==> config.mk <==
export PLATFORM = sky130hd
export DESIGN_NAME = u_hz_ctl_flat
export DESIGN_NICKNAME = d
export VERILOG_FILES = /design/src/rtl/u_hz_ctl_pkg.sv /design/src/rtl/u_hz_ctl_if.sv /design/src/rtl/u_hz_ctl_chk.sv /design/src/rtl/u_hz_ctl.sv /design/src/flat_wrapper.sv
export SDC_FILE = /design/constraint.sdc
export NUM_CORES = 1
export LEC_CHECK = 0
export CAP_MARGIN = 20
export CORE_MARGIN = 3
export CORE_UTILIZATION = 35
export CTS_CLUSTER_DIAMETER = 120
export DETAILED_ROUTE_END_ITERATION = 10
export GPL_TIMING_DRIVEN = 0
export MAX_ROUTING_LAYER = met4
export PLACE_DENSITY = 0.59
export SYNTH_ARGS = -nofsm -noshare
export SYNTH_HDL_FRONTEND = slang
export SYNTH_SLANG_ARGS = --single-unit
==> constraint.sdc <==
create_clock -name clk -period 3.6 [get_ports clk]
set_clock_uncertainty 0.2 [all_clocks]
set_input_delay 0.72 -clock clk [delete_from_list [all_inputs] [get_ports clk]]
set_output_delay 0.72 -clock clk [all_outputs]
set_load 0.03 [all_outputs]
==> src/rtl/u_hz_ctl_pkg.sv <==
// Shared types and helpers for the pipeline hazard controller.
// Stage masks are built at the widest supported pipeline and truncated by users.
package hz_pkg;

    // Controller operating modes
    typedef enum logic [1:0] {
        RUN    = 2'd0,
        BRDRN  = 2'd1,
        MCWAIT = 2'd2
    } hz_st_e;

    // Fixed stage indices: stage 0 is the IFU, stage 1 the first execute stage
    localparam int STG_IFU  = 0;
    localparam int STG_EX0  = 1;

    // Widest pipeline supported and the index width that covers it plus one
    localparam int MAX_NSTG = 8;
    localparam int IDX_W    = 4;

    // Ones for stages 0..idx (inclusive)
    function automatic logic [MAX_NSTG-1:0] stg_mask(input logic [IDX_W-1:0] idx);
        logic [MAX_NSTG-1:0] m;
        for (int i = 0; i < MAX_NSTG; i++) begin
            if (IDX_W'(i) <= idx) begin
                m[i] = 1'b1;
            end else begin
                m[i] = 1'b0;
            end
        end
        return m;
    endfunction

    // One-hot stage bit; index MAX_NSTG lands in the extra top bit so that
    // "stage after the last one" simply falls off when truncated
    function automatic logic [MAX_NSTG:0] stg_bit(input logic [IDX_W-1:0] idx);
        logic [MAX_NSTG:0] b;
        for (int i = 0; i <= MAX_NSTG; i++) begin
            if (IDX_W'(i) == idx) begin
                b[i] = 1'b1;
            end else begin
                b[i] = 1'b0;
            end
        end
        return b;
    endfunction

endpackage

==> src/rtl/u_hz_ctl_if.sv <==
// Hazard event / control bundle between the pipeline and the hazard controller.
// master = pipeline side raising events, slave = hazard controller.
interface u_hz_ctl_if #(
    parameter int NSTG = 4,
    parameter int SW   = $clog2(NSTG),
    parameter int CW   = 16
);
    logic            ifu_vld;
    logic            br_vld;
    logic [SW-1:0]   br_stg;
    logic            fwd_no_dat;
    logic [SW-1:0]   fwd_stg;
    logic            mc_start;
    logic            mc_done;
    logic            cnt_clr;
    logic [NSTG-1:0] hzf;
    logic [NSTG-1:0] hzs;
    logic            mc_kill;
    logic            mc_tmo;
    logic [CW-1:0]   stl_cyc;

    modport master (
        output ifu_vld, br_vld, br_stg, fwd_no_dat, fwd_stg,
               mc_start, mc_done, cnt_clr,
        input  hzf, hzs, mc_kill, mc_tmo, stl_cyc
    );

    modport slave (
        input  ifu_vld, br_vld, br_stg, fwd_no_dat, fwd_stg,
               mc_start, mc_done, cnt_clr,
        output hzf, hzs, mc_kill, mc_tmo, stl_cyc
    );
endinterface

==> src/rtl/u_hz_ctl_chk.sv <==
// Protocol checker for the hazard controller: flags branches resolved
// upstream of the multi-cycle unit while it is waiting, and any stage
// that is both flushed and held.
module u_hz_ctl_chk #(
    parameter int NSTG = 4
) (
    input logic            clk,
    input logic            rst_n,
    input logic            i_mcwait,
    input logic            i_br_vld,
    input logic            i_br_low,
    input logic [NSTG-1:0] i_hzf,
    input logic [NSTG-1:0] i_hzs
);

    // A branch older than the multi-cycle op cannot resolve while it waits
    a_br_in_mcwait: assert property (@(posedge clk) disable iff (!rst_n)
        !(i_mcwait && i_br_vld && i_br_low))
        else $error("u_hz_ctl: branch resolved upstream of the multi-cycle stage during wait");

    // Flush always wins over hold on the same stage
    a_flush_dom: assert property (@(posedge clk) disable iff (!rst_n)
        ((i_hzf & i_hzs) == '0))
        else $error("u_hz_ctl: stage both flushed and held");

endmodule

==> src/rtl/u_hz_ctl.sv <==
// Pipeline hazard controller: per-stage flush/hold vectors with branch
// wrong-path drain, multi-cycle-unit wait with watchdog, and a saturating
// count of front-end stall cycles.
module u_hz_ctl
    import hz_pkg::*;
#(
    parameter int NSTG   = 4,
    parameter int SW     = $clog2(NSTG),
    parameter int MC_STG = 2,
    parameter int BR_PEN = 1,
    parameter int MC_TMO = 64,
    parameter int CW     = 16
) (
    input logic       clk,
    input logic       rst_n,
    u_hz_ctl_if.slave hz
);

    localparam int             WCW     = $clog2(MC_TMO);
    localparam logic [2:0]     PEN     = 3'(BR_PEN);
    localparam logic [WCW-1:0] WD_LAST = WCW'(MC_TMO - 1);

    hz_st_e          r_state;
    hz_st_e          w_nxt_state;
    logic [2:0]      r_dcnt;
    logic [2:0]      w_nxt_dcnt;
    logic [WCW-1:0]  r_wcnt;
    logic [WCW-1:0]  w_nxt_wcnt;
    logic [CW-1:0]   r_stl;

    logic [SW-1:0]   w_br_stg;
    logic [SW-1:0]   w_fwd_stg;
    logic [NSTG-1:0] w_br_mask;
    logic [NSTG-1:0] w_fwd_mask;
    logic [NSTG-1:0] w_fwd_bit;
    logic [NSTG-1:0] w_mc_mask;
    logic [NSTG-1:0] w_mc_bit;
    logic [NSTG-1:0] w_ifu_bit;
    logic [NSTG-1:0] w_ex_bit;
    logic            w_br_ok;
    logic            w_br_low;
    logic            w_wd_exp;
    logic            w_fwd_late;

    logic [NSTG-1:0] w_hzf;
    logic [NSTG-1:0] w_hzs_raw;
    logic [NSTG-1:0] w_hzs;
    logic            w_kill;
    logic            w_tmo;

    // Stage-index decode into masks and one-hot bits
    assign w_br_stg   = hz.br_stg;
    assign w_fwd_stg  = hz.fwd_stg;
    assign w_br_mask  = NSTG'(stg_mask(IDX_W'(w_br_stg)));
    assign w_fwd_mask = NSTG'(stg_mask(IDX_W'(w_fwd_stg)));
    assign w_fwd_bit  = NSTG'(stg_bit(IDX_W'(w_fwd_stg) + IDX_W'(1)));
    assign w_mc_mask  = NSTG'(stg_mask(IDX_W'(MC_STG)));
    assign w_mc_bit   = NSTG'(stg_bit(IDX_W'(MC_STG + 1)));
    assign w_ifu_bit  = NSTG'(stg_bit(IDX_W'(STG_IFU)));
    assign w_ex_bit   = NSTG'(stg_bit(IDX_W'(STG_EX0)));

    // Branch at or past the multi-cycle stage can legally kill the waiting op
    assign w_br_ok    = hz.br_vld && (IDX_W'(w_br_stg) >= IDX_W'(MC_STG));
    assign w_br_low   = (IDX_W'(w_br_stg) < IDX_W'(MC_STG));
    assign w_wd_exp   = (r_wcnt == WD_LAST);
    // During drain stage 0 is already flushed, so only downstream consumers matter
    assign w_fwd_late = hz.fwd_no_dat && (IDX_W'(w_fwd_stg) != IDX_W'(STG_IFU));

    // State register
    always_ff @(posedge clk or negedge rst_n) begin
        if (!rst_n) begin
            r_state <= RUN;
        end else begin
            r_state <= w_nxt_state;
        end
    end

    // Drain and watchdog counters, owned by the state machine
    always_ff @(posedge clk or negedge rst_n) begin
        if (!rst_n) begin
            r_dcnt <= 3'd0;
            r_wcnt <= '0;
        end else begin
            r_dcnt <= w_nxt_dcnt;
            r_wcnt <= w_nxt_wcnt;
        end
    end

    // Next-state and counter update
    always_comb begin
        w_nxt_state = r_state;
        w_nxt_dcnt  = r_dcnt;
        w_nxt_wcnt  = r_wcnt;
        case (r_state)
            RUN: begin
                if (hz.br_vld) begin
                    if (BR_PEN > 0) begin
                        w_nxt_state = BRDRN;
                        w_nxt_dcnt  = PEN;
                    end else begin
                        w_nxt_state = RUN;
                        w_nxt_dcnt  = 3'd0;
                    end
                end else if (hz.mc_start && !hz.mc_done) begin
                    w_nxt_state = MCWAIT;
                    w_nxt_wcnt  = '0;
                end else begin
                    w_nxt_state = RUN;
                end
            end
            BRDRN: begin
                if (hz.br_vld) begin
                    w_nxt_state = BRDRN;
                    w_nxt_dcnt  = PEN;
                end else if (r_dcnt <= 3'd1) begin
                    w_nxt_state = RUN;
                    w_nxt_dcnt  = 3'd0;
                end else begin
                    w_nxt_state = BRDRN;
                    w_nxt_dcnt  = r_dcnt - 3'd1;
                end
            end
            MCWAIT: begin
                if (w_br_ok) begin
                    w_nxt_wcnt = '0;
                    if (BR_PEN > 0) begin
                        w_nxt_state = BRDRN;
                        w_nxt_dcnt  = PEN;
                    end else begin
                        w_nxt_state = RUN;
                        w_nxt_dcnt  = 3'd0;
                    end
                end else if (hz.mc_done || w_wd_exp) begin
                    w_nxt_state = RUN;
                    w_nxt_wcnt  = '0;
                end else begin
                    w_nxt_state = MCWAIT;
                    w_nxt_wcnt  = r_wcnt + WCW'(1);
                end
            end
            default: begin
                w_nxt_state = RUN;
                w_nxt_dcnt  = 3'd0;
                w_nxt_wcnt  = '0;
            end
        endcase
    end

    // Flush/hold/kill decode from the current state and this cycle's events
    always_comb begin
        w_hzf     = '0;
        w_hzs_raw = '0;
        w_kill    = 1'b0;
        w_tmo     = 1'b0;
        case (r_state)
            RUN: begin
                if (hz.br_vld) begin
                    w_hzf = w_br_mask;
                end else if (hz.mc_start) begin
                    w_hzs_raw = w_mc_mask;
                    w_hzf     = w_mc_bit;
                end else if (hz.fwd_no_dat) begin
                    w_hzs_raw = w_fwd_mask;
                    w_hzf     = w_fwd_bit;
                end else if (!hz.ifu_vld) begin
                    w_hzf = w_ex_bit;
                end else begin
                    w_hzf = '0;
                end
            end
            BRDRN: begin
                if (hz.br_vld) begin
                    w_hzf = w_br_mask | w_ifu_bit;
                end else if (w_fwd_late) begin
                    w_hzs_raw = w_fwd_mask & ~w_ifu_bit;
                    w_hzf     = w_fwd_bit | w_ifu_bit;
                end else begin
                    w_hzf = w_ifu_bit;
                end
            end
            MCWAIT: begin
                if (w_br_ok) begin
                    w_hzf  = w_br_mask;
                    w_kill = 1'b1;
                end else if (hz.mc_done || w_wd_exp) begin
                    // Op finished or abandoned: no MC hold, ordinary hazards apply
                    w_kill = !hz.mc_done;
                    w_tmo  = !hz.mc_done;
                    if (hz.fwd_no_dat) begin
                        w_hzs_raw = w_fwd_mask;
                        w_hzf     = w_fwd_bit;
                    end else if (!hz.ifu_vld) begin
                        w_hzf = w_ex_bit;
                    end else begin
                        w_hzf = '0;
                    end
                end else begin
                    w_hzs_raw = w_mc_mask;
                    w_hzf     = w_mc_bit;
                end
            end
            default: begin
                w_hzf     = '0;
                w_hzs_raw = '0;
            end
        endcase
    end

    // Flush dominates hold per stage
    assign w_hzs = w_hzs_raw & ~w_hzf;

    // Saturating count of front-end stall cycles, clear has priority
    always_ff @(posedge clk or negedge rst_n) begin
        if (!rst_n) begin
            r_stl <= '0;
        end else if (hz.cnt_clr) begin
            r_stl <= '0;
        end else if (w_hzs[STG_IFU] && (r_stl != '1)) begin
            r_stl <= r_stl + CW'(1);
        end else begin
            r_stl <= r_stl;
        end
    end

    assign hz.hzf     = w_hzf;
    assign hz.hzs     = w_hzs;
    assign hz.mc_kill = w_kill;
    assign hz.mc_tmo  = w_tmo;
    assign hz.stl_cyc = r_stl;

    u_hz_ctl_chk #(
        .NSTG (NSTG)
    ) u_chk (
        .clk      (clk),
        .rst_n    (rst_n),
        .i_mcwait (r_state == MCWAIT),
        .i_br_vld (hz.br_vld),
        .i_br_low (w_br_low),
        .i_hzf    (w_hzf),
        .i_hzs    (w_hzs)
    );

endmodule

==> src/flat_wrapper.sv <==
// flat-port wrapper written by rule: the top's interface ports become plain ports
module u_hz_ctl_flat import hz_pkg::*;
#(
    parameter int NSTG   = 4,
    parameter int SW     = $clog2(NSTG),
    parameter int MC_STG = 2,
    parameter int BR_PEN = 1,
    parameter int MC_TMO = 64,
    parameter int CW     = 16
)
  (clk, rst_n, hz_ifu_vld, hz_br_vld, hz_br_stg, hz_fwd_no_dat, hz_fwd_stg, hz_mc_start, hz_mc_done, hz_cnt_clr, hz_hzf, hz_hzs, hz_mc_kill, hz_mc_tmo, hz_stl_cyc);
  u_hz_ctl_if #(.NSTG(NSTG), .SW(SW), .CW(CW)) hz_i ();
  input logic clk;
  input logic rst_n;
  input wire logic [$bits(hz_i.ifu_vld)-1:0] hz_ifu_vld;
  input wire logic [$bits(hz_i.br_vld)-1:0] hz_br_vld;
  input wire logic [$bits(hz_i.br_stg)-1:0] hz_br_stg;
  input wire logic [$bits(hz_i.fwd_no_dat)-1:0] hz_fwd_no_dat;
  input wire logic [$bits(hz_i.fwd_stg)-1:0] hz_fwd_stg;
  input wire logic [$bits(hz_i.mc_start)-1:0] hz_mc_start;
  input wire logic [$bits(hz_i.mc_done)-1:0] hz_mc_done;
  input wire logic [$bits(hz_i.cnt_clr)-1:0] hz_cnt_clr;
  output wire logic [$bits(hz_i.hzf)-1:0] hz_hzf;
  output wire logic [$bits(hz_i.hzs)-1:0] hz_hzs;
  output wire logic [$bits(hz_i.mc_kill)-1:0] hz_mc_kill;
  output wire logic [$bits(hz_i.mc_tmo)-1:0] hz_mc_tmo;
  output wire logic [$bits(hz_i.stl_cyc)-1:0] hz_stl_cyc;
  assign hz_i.ifu_vld = hz_ifu_vld;
  assign hz_i.br_vld = hz_br_vld;
  assign hz_i.br_stg = hz_br_stg;
  assign hz_i.fwd_no_dat = hz_fwd_no_dat;
  assign hz_i.fwd_stg = hz_fwd_stg;
  assign hz_i.mc_start = hz_mc_start;
  assign hz_i.mc_done = hz_mc_done;
  assign hz_i.cnt_clr = hz_cnt_clr;
  assign hz_hzf = hz_i.hzf;
  assign hz_hzs = hz_i.hzs;
  assign hz_mc_kill = hz_i.mc_kill;
  assign hz_mc_tmo = hz_i.mc_tmo;
  assign hz_stl_cyc = hz_i.stl_cyc;
  u_hz_ctl #(.NSTG(NSTG), .SW(SW), .MC_STG(MC_STG), .BR_PEN(BR_PEN), .MC_TMO(MC_TMO), .CW(CW)) u_core (.clk(clk), .rst_n(rst_n), .hz(hz_i));
endmodule
==> summary.txt, run 1 <==
vias in the first global route -> 1708
Final Cell Area -> 2340 um^2
clock latency on the worst-skew pair -> 270 ps
Via density -> 5.49
worst hold slack -> 298 ps
Setup CP Type -> input port to primary output
die area -> 6080 um^2
share of cells above drive strength 1 -> 0.0760
Core ar. -> 4850 um^2
via count -> 1813
Post-Syn Area -> 1810 um^2
global-route wire length before repair -> 8120 um
fill cell count -> 481
Placed Cells -> 326
HPWL Detailed -> 3520 um
All-Layer GR Usage -> 0.165
final WL -> 4580 um
Peak VDD IR -> 0.000162 V
reg2reg start -> u_core.r_wcnt[0]
largest net degree at the start of global routing -> 15
EDFF count, synth -> 0
Starting Density -> 0.374
Pre-antenna DRT Iters -> 5
clk root buf -> clkbuf_8
status -> completed
Worst Hold Launch -> u_core.r_wcnt[5]
Setup Total Neg Slack -> 0 ps
clk sink count -> 27
Slew Limit Fails -> 0
Reg power frac -> 0.479
synthesized flop and latch total -> 27
Clk pwr share -> 0.248
GRT overflow -> 0
FP Rows -> 25
Synth Flop Type -> dfrtp_1
worst min path class -> register to register
Critical Path End Type -> primary output
Max Clock Freq -> 0.289 GHz
Final Setup Violations -> 0
CP required -> 2680 ps
internal power -> 473 uW
Final ANT Viol Nets -> 0
CTS clk-pin slew, worst paths -> 90 ps
Slew HR -> 0.485
critical path arrival -> 2540 ps
Seq/Total Area, Yosys -> 0.373
Post-DP Area -> 2290 um^2
Synth cell types -> 40
layout net count -> 280
Psw -> 219 uW
Reg2Reg Setup Slack -> 1210 ps
CTS Buf Count -> 3
# DRC -> 0
initial DRC count -> 118
Final Critical Period -> 3460 ps
# H-tree levels -> 1
Hold Vio Cnt, Final -> 0
synthesized instance count -> 221
Worst setup SP type -> input port
max_cap viols -> 0
Worst Hold Depth -> 1
asr flop ratio synth -> 1.00
PwrDens -> 296 nW/um^2
Crit Path Max Fanout -> 10
io pins -> 38
deepest clock path buffer count -> 2
routability cong. -> 0.867
worst r2r path cells -> 7
RSZ-0062 raised after global routing -> false
clock tree from TritonCTS -> built
Min-Delay Endpoint -> u_core.r_wcnt[5]
most common cell after layout, fill and taps aside -> clkdlybuf4s50_1
antenna violations before repair -> 0
# diodes -> 0
synthesis-to-finish area growth -> 29.0%
P_leak -> 0.951 nW
Mapped Nets -> 237
switching share of power -> 0.316
drt wl/cell -> 13.9 um
Mean Syn Cell Area -> 8.20 um^2
Combinational Power Share -> 0.273
Die Ht -> 78.0 um
worst-margin pin slew -> 771 ps
IO buf count -> 37
Post-Layout Cell Count -> 330
commonest non-fill, non-tap cells in the layout -> 31 x clkdlybuf4s50_1, 27 x dfrtp_1, 23 x o21ai_0
Critical R2R Capture -> u_core.hz.stl_cyc[15]
Die X -> 78.0 um
Syn. warnings -> 0
Tcrit/Tclk final -> 0.962
## metrics by stage
stage | utilization | setup slack [ps] | total power [mW]
after global routing | 0.482 | 15.8 | 0.740
final | 0.482 | 136 | 0.692
after detailed placement | 0.473 | -445 | 0.532
after floorplan | - | 499 | 0.455
after global placement | 0.468 | -478 | 0.528
after CTS | 0.482 | 11.5 | 0.704
## synthesized netlist by cell type (2+ instances only)
cell	count	area, um^2
a21oi_1	21	105
a31oi_1	4	25.0
and2b_1	2	15.0
and3_1	3	18.8
buf_6	2	22.5
clkbuf_1	6	22.5
dfrtp_1	27	676
ha_1	4	50.1
inv_1	9	33.8
mux2_2	4	45.0
nand2_1	21	78.8
nand2b_1	3	18.8
nand3_1	10	50.1
nand3b_1	2	15.0
nand4_1	3	18.8
nor2_1	18	67.6
nor2b_1	9	56.3
nor3_1	7	35.0
nor4_1	7	43.8
o21a_1	2	15.0
o21ai_0	23	115
o31ai_1	8	60.1
or3_1	4	25.0
or4_1	6	45.0
## how the worst max path moves through the flow
stage,start,end,depth (start not counted)
floorplan,hz_br_vld,hz_hzf[3],5
global placement,hz_br_vld,hz_hzf[3],7
global route,hz_br_stg[1],hz_hzs[0],7
detailed placement,hz_br_vld,hz_hzf[3],7
CTS,hz_br_vld,hz_hzf[3],7
finish,hz_br_stg[1],hz_hzs[0],7
## cell families after synthesis
group	Yosys count	synth area share
flip-flops	27	0.373
buffers and inverters	18	0.0462
adder cells (fa/ha/maj)	4	0.0276
multiplexers	5	0.0331
AND/OR/NAND/NOR	101	0.306
AO/OA/AOI/OAI	66	0.214
## area by class of cell
type,count,area [um^2],share of cell area
sequential,27,676,0.289
tap,67,83.8,0.0358
buffer,9,52.6,0.0225
multi-input combinational,176,1050,0.451
clock buffer,4,45.0,0.0193
inverter,9,33.8,0.0144
timing repair buffer,38,394,0.169
## metal layers
metal / track usage / routed length [um] / vias to the layer above
met5: - / 0 / -
met4: 0.0315 / 15 / 0
met3: 0.0209 / 246 / 2
met2: 0.271 / 2120 / 57
met1: 0.221 / 2200 / 853
li1: - / - / 901
## sequential cells by signal, summed over array words and instances, names as in the netlist
signal             count
u_core.hz.stl_cyc     16
u_core.r_dcnt          3
u_core.r_state         2
u_core.r_wcnt          6
## power by group through the flow
stage               logic [mW]  clock network, mW  registers [mW]
floorplan                0.118                  0           0.338
global placement         0.191                  0           0.337
detailed placement       0.195                  0           0.337
CTS                      0.191              0.181           0.332
global route             0.212              0.194           0.334
finish                   0.189              0.171           0.331
## critical path, cell delays in order
cell             delay (ps)
clkdlybuf4s50_1         500
and2b_1                 330
nand3b_1                120
and3_4                  220
buf_6                   140
inv_1                   100
dlygate4sd2_1           410
## repair_timing
action / CTS / global route
setup endpoints to repair: 6 / 3
hold buffers: 0 / 0
pin swaps: 0 / 0
resized for setup: 6 / 6
setup buffers: 0 / 0
(Power assumes the default switching activity.)
==> run 2: changes to the inputs <==
--- a/config.mk
+++ b/config.mk
@@ -7,12 +7,13 @@
 export LEC_CHECK = 0
 export CAP_MARGIN = 20
 export CORE_MARGIN = 3
-export CORE_UTILIZATION = 35
+export CORE_UTILIZATION = 52
 export CTS_CLUSTER_DIAMETER = 120
+export CTS_CLUSTER_SIZE = 30
 export DETAILED_ROUTE_END_ITERATION = 10
 export GPL_TIMING_DRIVEN = 0
 export MAX_ROUTING_LAYER = met4
-export PLACE_DENSITY = 0.59
+export PLACE_DENSITY = 0.82
 export SYNTH_ARGS = -nofsm -noshare
 export SYNTH_HDL_FRONTEND = slang
 export SYNTH_SLANG_ARGS = --single-unit
==> run 2 against run 1 <==
  * Cell area fell by 2.1%
  * Die area fell by 30%
  * Core utilization rose by 24 points
  * Clock power fell by 12%
  * Cell count fell by 7.0%
  * Register-to-register slack improved by 30 ps
  * Non-clock buffer count did not move
  * Global-route usage rose by 9.5 points
  * Sequential power barely moved
  * Via count rose by 2.5%
  * Critical endpoint unchanged
  * Highest routed layer unchanged
==> summary.txt, run 2 (same netlist as run 1, synthesis figures left out) <==
drt wl/cell -> 15.4 um (+11%)
Via density -> 6.06 (+10%)
commonest non-fill, non-tap cells in the layout -> 30 x clkdlybuf4s50_1, 27 x dfrtp_1, 23 x o21ai_0
most common cell after layout, fill and taps aside -> clkdlybuf4s50_1
worst min path class -> register to register
deepest clock path buffer count -> 2 (unchanged)
Die Ht -> 65.0 um (-17%)
Clk pwr share -> 0.224 (-0.024)
worst hold slack -> 293 ps (-5.83 ps)
Post-Layout Cell Count -> 307 (-7.0%)
status -> completed
CTS clk-pin slew, worst paths -> 180 ps (+90 ps)
RSZ-0062 raised after global routing -> false
routability cong. -> 0.946 (+9.2%)
Max Clock Freq -> 0.288 GHz (-0.30%)
Peak VDD IR -> 0.000246 V (+52%)
Setup Total Neg Slack -> 0 ps (unchanged)
Min-Delay Endpoint -> u_core.r_wcnt[5]
Reg2Reg Setup Slack -> 1240 ps (+30 ps)
Placed Cells -> 303 (-7.1%)
Final Setup Violations -> 0 (unchanged)
Worst Hold Depth -> 1 (unchanged)
io pins -> 38 (unchanged)
Die X -> 65.0 um (-17%)
initial DRC count -> 162 (+37%)
Starting Density -> 0.570 (+0.197)
fill cell count -> 275 (-43%)
Core ar. -> 3180 um^2 (-34%)
Tcrit/Tclk final -> 0.965 (+0.00289)
vias in the first global route -> 1842 (+7.8%)
final WL -> 4730 um (+3.1%)
HPWL Detailed -> 3480 um (-1.1%)
Final ANT Viol Nets -> 0 (unchanged)
CP required -> 2680 ps (about the same)
# H-tree levels -> 1 (unchanged)
Psw -> 236 uW (+8.0%)
antenna violations before repair -> 0 (unchanged)
clock tree from TritonCTS -> built
Worst Setup SP -> hz_br_stg[1]
Post-CTS Setup Repair Bufs -> 0 (unchanged)
layout net count -> 280 (unchanged)
largest net degree at the start of global routing -> 17 (+2)
PwrDens -> 294 nW/um^2 (-0.58%)
Hold Vio Cnt, Final -> 0 (unchanged)
Reg power frac -> 0.493 (+0.014)
worst r2r path cells -> 7 (unchanged)
internal power -> 437 uW (-7.6%)
P_leak -> 0.964 nW (+1.4%)
critical path arrival -> 2550 ps (about the same)
share of cells above drive strength 1 -> 0.0798 (+0.00380)
Final Critical Period -> 3470 ps (+10.4 ps)
CTS Buf Count -> 3 (unchanged)
Slew HR -> 0.555 (+0.0700)
GRT overflow -> 0 (unchanged)
Setup CP Type -> input port to primary output
global-route wire length before repair -> 8410 um (+3.6%)
FP Rows -> 20 (-20%)
clk root buf -> clkbuf_4
reg2reg start -> u_core.r_wcnt[0]
die area -> 4230 um^2 (-30%)
# diodes -> 0 (unchanged)
synthesis-to-finish area growth -> 26.2%
clock latency on the worst-skew pair -> 360 ps (+90 ps)
switching share of power -> 0.351 (+0.0347)
Slew Limit Fails -> 0 (unchanged)
Critical R2R Capture -> u_core.hz.stl_cyc[15]
via count -> 1859 (+2.5%)
Combinational Power Share -> 0.283 (+0.010)
max_cap viols -> 0 (unchanged)
worst-margin pin slew -> 666 ps (-105 ps)
Critical Path End Type -> primary output
IO buf count -> 37 (unchanged)
Pre-antenna DRT Iters -> 4 (-1)
Worst Hold Launch -> u_core.r_wcnt[5]
clk sink count -> 27 (unchanged)
Worst setup SP type -> input port
max FFs per register -> 16 (unchanged)
Crit Path Max Fanout -> 10 (unchanged)
All-Layer GR Usage -> 0.260 (+0.0949)
# DRC -> 0 (unchanged)
## run 2: cell count changes in the layout (fill, tap and decap cells not counted), sizes merged
| cell | previous run | this run |
|---|---|---|
| dlygate4sd2 | 3 | 2 |
| clkinvlp | 0 | 1 |
| buf | 5 | 4 |
| dlymetal6s2s | 2 | 4 |
| clkdlybuf4s50 | 31 | 30 |
## run 2: final cells by class
type                            count  area (um^2)  share of cell area
Multi-Input combinational cell    176         1050               0.460
Sequential cell                    27          676               0.295
Timing Repair Buffer               38          388               0.169
Tap cell                           44         55.1              0.0241
Buffer                              9         52.6              0.0230
Inverter                            9         33.8              0.0148
Clock buffer                        3         22.5             0.00984
Clock inverter                      1         7.51             0.00328
## run 2: timing repair
item	CTS	global route
hold buffers	0	0
endpoints found under the setup margin	6	5
gates resized for setup	5	7
## run 2: stage by stage
step           cell area (um^2)  worst slack [ps]   util  power, mW
6_report                   2290               126  0.720      0.673
5_1_grt                    2290              21.9  0.720      0.711
4_1_cts                    2280              7.42  0.718      0.676
3_5_place_dp               2250              -415  0.709      0.530
3_3_place_gp               2240              -449  0.704      0.525
2_1_floorplan              1810               499      -      0.455
## run 2: how the worst max path moves through the flow
stage / to / slack (ps) / cells after the start
floorplan: hz_hzf[3] / 500 / 5
global placement: hz_hzf[3] / -450 / 7
detailed placement: hz_hzf[3] / -410 / 7
CTS: hz_hzf[2] / 7 / 7
global route: hz_hzf[3] / 20 / 7
finish: hz_hzs[0] / 130 / 7
## run 2: routing by layer
layer	part of all wire	global-route usage	vias up
met2	0.49	0.443	75
met4	0.012	0.0855	0
met5	0	-	-
met1	0.43	0.306	871
met3	0.062	0.0537	9
li1	-	-	904
## run 2: power groups by stage
stage / clock network (mW) / logic [mW] / registers [mW]
floorplan: 0 / 0.118 / 0.338
global placement: 0 / 0.188 / 0.337
detailed placement: 0 / 0.192 / 0.338
CTS: 0.153 / 0.191 / 0.332
global route: 0.163 / 0.213 / 0.335
finish: 0.151 / 0.191 / 0.332
## run 2: worst max-delay path: stages
cell	delay, ps
clkdlybuf4s50_1	520
and2b_1	340
nand3b_1	120
and3_4	230
buf_6	140
inv_1	90
dlygate4sd2_1	400
==> run 3: changes to the inputs <==
--- a/config.mk
+++ b/config.mk
@@ -13,7 +13,7 @@
 export DETAILED_ROUTE_END_ITERATION = 10
 export GPL_TIMING_DRIVEN = 0
 export MAX_ROUTING_LAYER = met4
-export PLACE_DENSITY = 0.82
+export PLACE_DENSITY = 0.81
 export SYNTH_ARGS = -nofsm -noshare
 export SYNTH_HDL_FRONTEND = slang
 export SYNTH_SLANG_ARGS = --single-unit
==> constraint.sdc (replaced) <==
create_clock -name clk -period 4 [get_ports clk]
set_clock_uncertainty 0.2 [all_clocks]
set_input_delay 0.8 -clock clk [delete_from_list [all_inputs] [get_ports clk]]
set_output_delay 0.8 -clock clk [all_outputs]
set_load 0.03 [all_outputs]
==> run 3 against run 2 <==
  * Cell count unchanged
  * Setup slack gained 2.8 ps
  * Total power down 12%
  * Cell area grew 0.16%
  * Global-route usage down 3.2 points
  * Sequential power shrank 9.9%
  * Non-clock buffer count is the same
  * Clock power is 21% lower
  * Critical endpoint unchanged
==> summary.txt, run 3 (same netlist as run 1, synthesis figures left out) <==
clock latency on the worst-skew pair -> 320 ps (-40 ps)
global-route wire length before repair -> 7600 um (-9.6%)
Psw -> 194 uW (-18%)
Slew HR -> 0.620 (+0.0652)
layout net count -> 280 (unchanged)
Die X -> 65.0 um (unchanged)
share of cells above drive strength 1 -> 0.0684 (-0.0114)
via count -> 1810 (-2.6%)
IO buf count -> 37 (unchanged)
CP required -> 3000 ps (+320 ps)
Slew Limit Fails -> 0 (unchanged)
Tcrit/Tclk final -> 0.968
die area -> 4230 um^2 (unchanged)
internal power -> 397 uW (-9.1%)
most common cell after layout, fill and taps aside -> clkdlybuf4s50_1
Clk pwr share -> 0.202 (-0.022)
Setup Total Neg Slack -> 0 ps (unchanged)
clock tree from TritonCTS -> built
Max Clock Freq -> 0.258 GHz
drt wl/cell -> 14.4 um (-6.3%)
P_leak -> 0.899 nW (-6.8%)
GRT overflow -> 0 (unchanged)
worst-margin pin slew -> 568 ps (-98.4 ps)
Post-Layout Cell Count -> 307 (unchanged)
Crit Path Max Fanout -> 10 (unchanged)
Critical Path End Type -> primary output
deepest clock path buffer count -> 2 (unchanged)
All-Layer GR Usage -> 0.228 (-0.0316)
Placed Cells -> 303 (unchanged)
Core ar. -> 3180 um^2 (unchanged)
# H-tree levels -> 1 (unchanged)
worst min path class -> register to register
worst hold slack -> 297 ps (+4.79 ps)
post-place setup slack -> -113 ps (+301 ps)
fill cell count -> 280 (+1.8%)
Die Ht -> 65.0 um (unchanged)
clk root buf -> clkbuf_4
Final Critical Period -> 3870 ps
initial DRC count -> 193 (+19%)
Hold Vio Cnt, Final -> 0 (unchanged)
FP Rows -> 20 (unchanged)
CTS clk-pin slew, worst paths -> 150 ps (-30 ps)
Starting Density -> 0.570 (unchanged)
critical path arrival -> 2870 ps (+320 ps)
Final Cell Area -> 2290 um^2 (+0.16%)
final WL -> 4430 um (-6.3%)
antenna violations before repair -> 0 (unchanged)
Final Setup Violations -> 0 (unchanged)
max FFs per register -> 16 (unchanged)
# diodes -> 0 (unchanged)
switching share of power -> 0.328 (-0.0231)
Worst Setup SP -> hz_br_stg[1]
fin util -> 0.721 (+0.00118)
PwrDens -> 258 nW/um^2 (-12%)
reg2reg start -> u_core.r_wcnt[0]
synthesis-to-finish area growth -> 26.4%
CTS Buf Count -> 3 (unchanged)
Reg power frac -> 0.506 (+0.013)
io pins -> 38 (unchanged)
Via density -> 5.90 (-2.6%)
Setup CP Type -> input port to primary output
HPWL Detailed -> 3440 um (-1.2%)
clk sink count -> 27 (unchanged)
Post-CTS Setup Repair Bufs -> 0 (unchanged)
largest net degree at the start of global routing -> 20 (+3)
RSZ-0062 raised after global routing -> false
Post-DP Area -> 2270 um^2 (+0.56%)
status -> completed
max_cap viols -> 0 (unchanged)
Worst setup SP type -> input port
Combinational Power Share -> 0.292 (+0.009)
Pre-antenna DRT Iters -> 5 (+1)
Peak VDD IR -> 0.000170 V (-31%)
Pwr Total -> 591 uW (-12%)
# DRC -> 0 (unchanged)
Final ANT Viol Nets -> 0 (unchanged)
Setup WS post-layout -> 129 ps (+2.85 ps)
routability cong. -> 0.979 (+3.5%)
commonest non-fill, non-tap cells in the layout -> 36 x clkdlybuf4s50_1, 27 x dfrtp_1, 23 x o21ai_0
Worst Hold Launch -> u_core.r_wcnt[5]
vias in the first global route -> 1770 (-3.9%)
[run 3: path summary, 6_finish.rpt]
| kind | slack [ps] | cells after the start | to |
|---|---|---|---|
| max in group asynchronous | 2540 | 2 | u_core.hz.stl_cyc[14] |
| worst max-delay path | 130 | 7 | hz_hzs[0] |
| worst max register to register | 1610 | 7 | u_core.hz.stl_cyc[10] |
| min in group asynchronous | 590 | 1 | u_core.hz.stl_cyc[4] |
| worst min register to register | 300 | 1 | u_core.r_wcnt[5] |
| worst min-delay path | 300 | 1 | u_core.r_wcnt[5] |
[run 3: routing by layer]
metal / track usage / wire, um / up-vias
met5: - / 0 / -
met4: 0.0466 / 29 / 0
met3: 0.0225 / 253 / 4
met2: 0.410 / 2130 / 62
met1: 0.279 / 2010 / 841
li1: - / - / 903
[run 3: final cells by class]
| cell class | instances | area, um^2 | share of cell area |
|---|---|---|---|
| buffer | 9 | 51.3 | 0.0224 |
| clock buffer | 4 | 26.3 | 0.0115 |
| inverter | 9 | 33.8 | 0.0147 |
| multi-input combinational | 176 | 1050 | 0.460 |
| sequential | 27 | 676 | 0.295 |
| tap | 44 | 55.1 | 0.0240 |
| timing repair buffer | 38 | 397 | 0.173 |
[run 3: power groups by stage]
stage          logic (mW)  clock network [mW]  registers (mW)
2_1_floorplan       0.106                   0           0.304
3_5_place_dp        0.174                   0           0.304
3_3_place_gp        0.168                   0           0.303
4_1_cts             0.174               0.122           0.299
5_1_grt             0.194               0.131           0.300
6_report            0.173               0.119           0.299
[run 3: timing repair]
| item | in CTS | in global routing |
|---|---|---|
| resized for setup | 1 | 2 |
| setup endpoints to repair | 1 | 2 |
| cloned | 0 | 0 |
| hold buffers | 0 | 0 |
[run 3: worst max-delay path: stages]
cell	delay [ps]
clkdlybuf4s50_1	500
and2b_1	320
nand3b_1	110
and3_4	220
buf_6	140
inv_1	90
clkdlybuf4s50_1	680
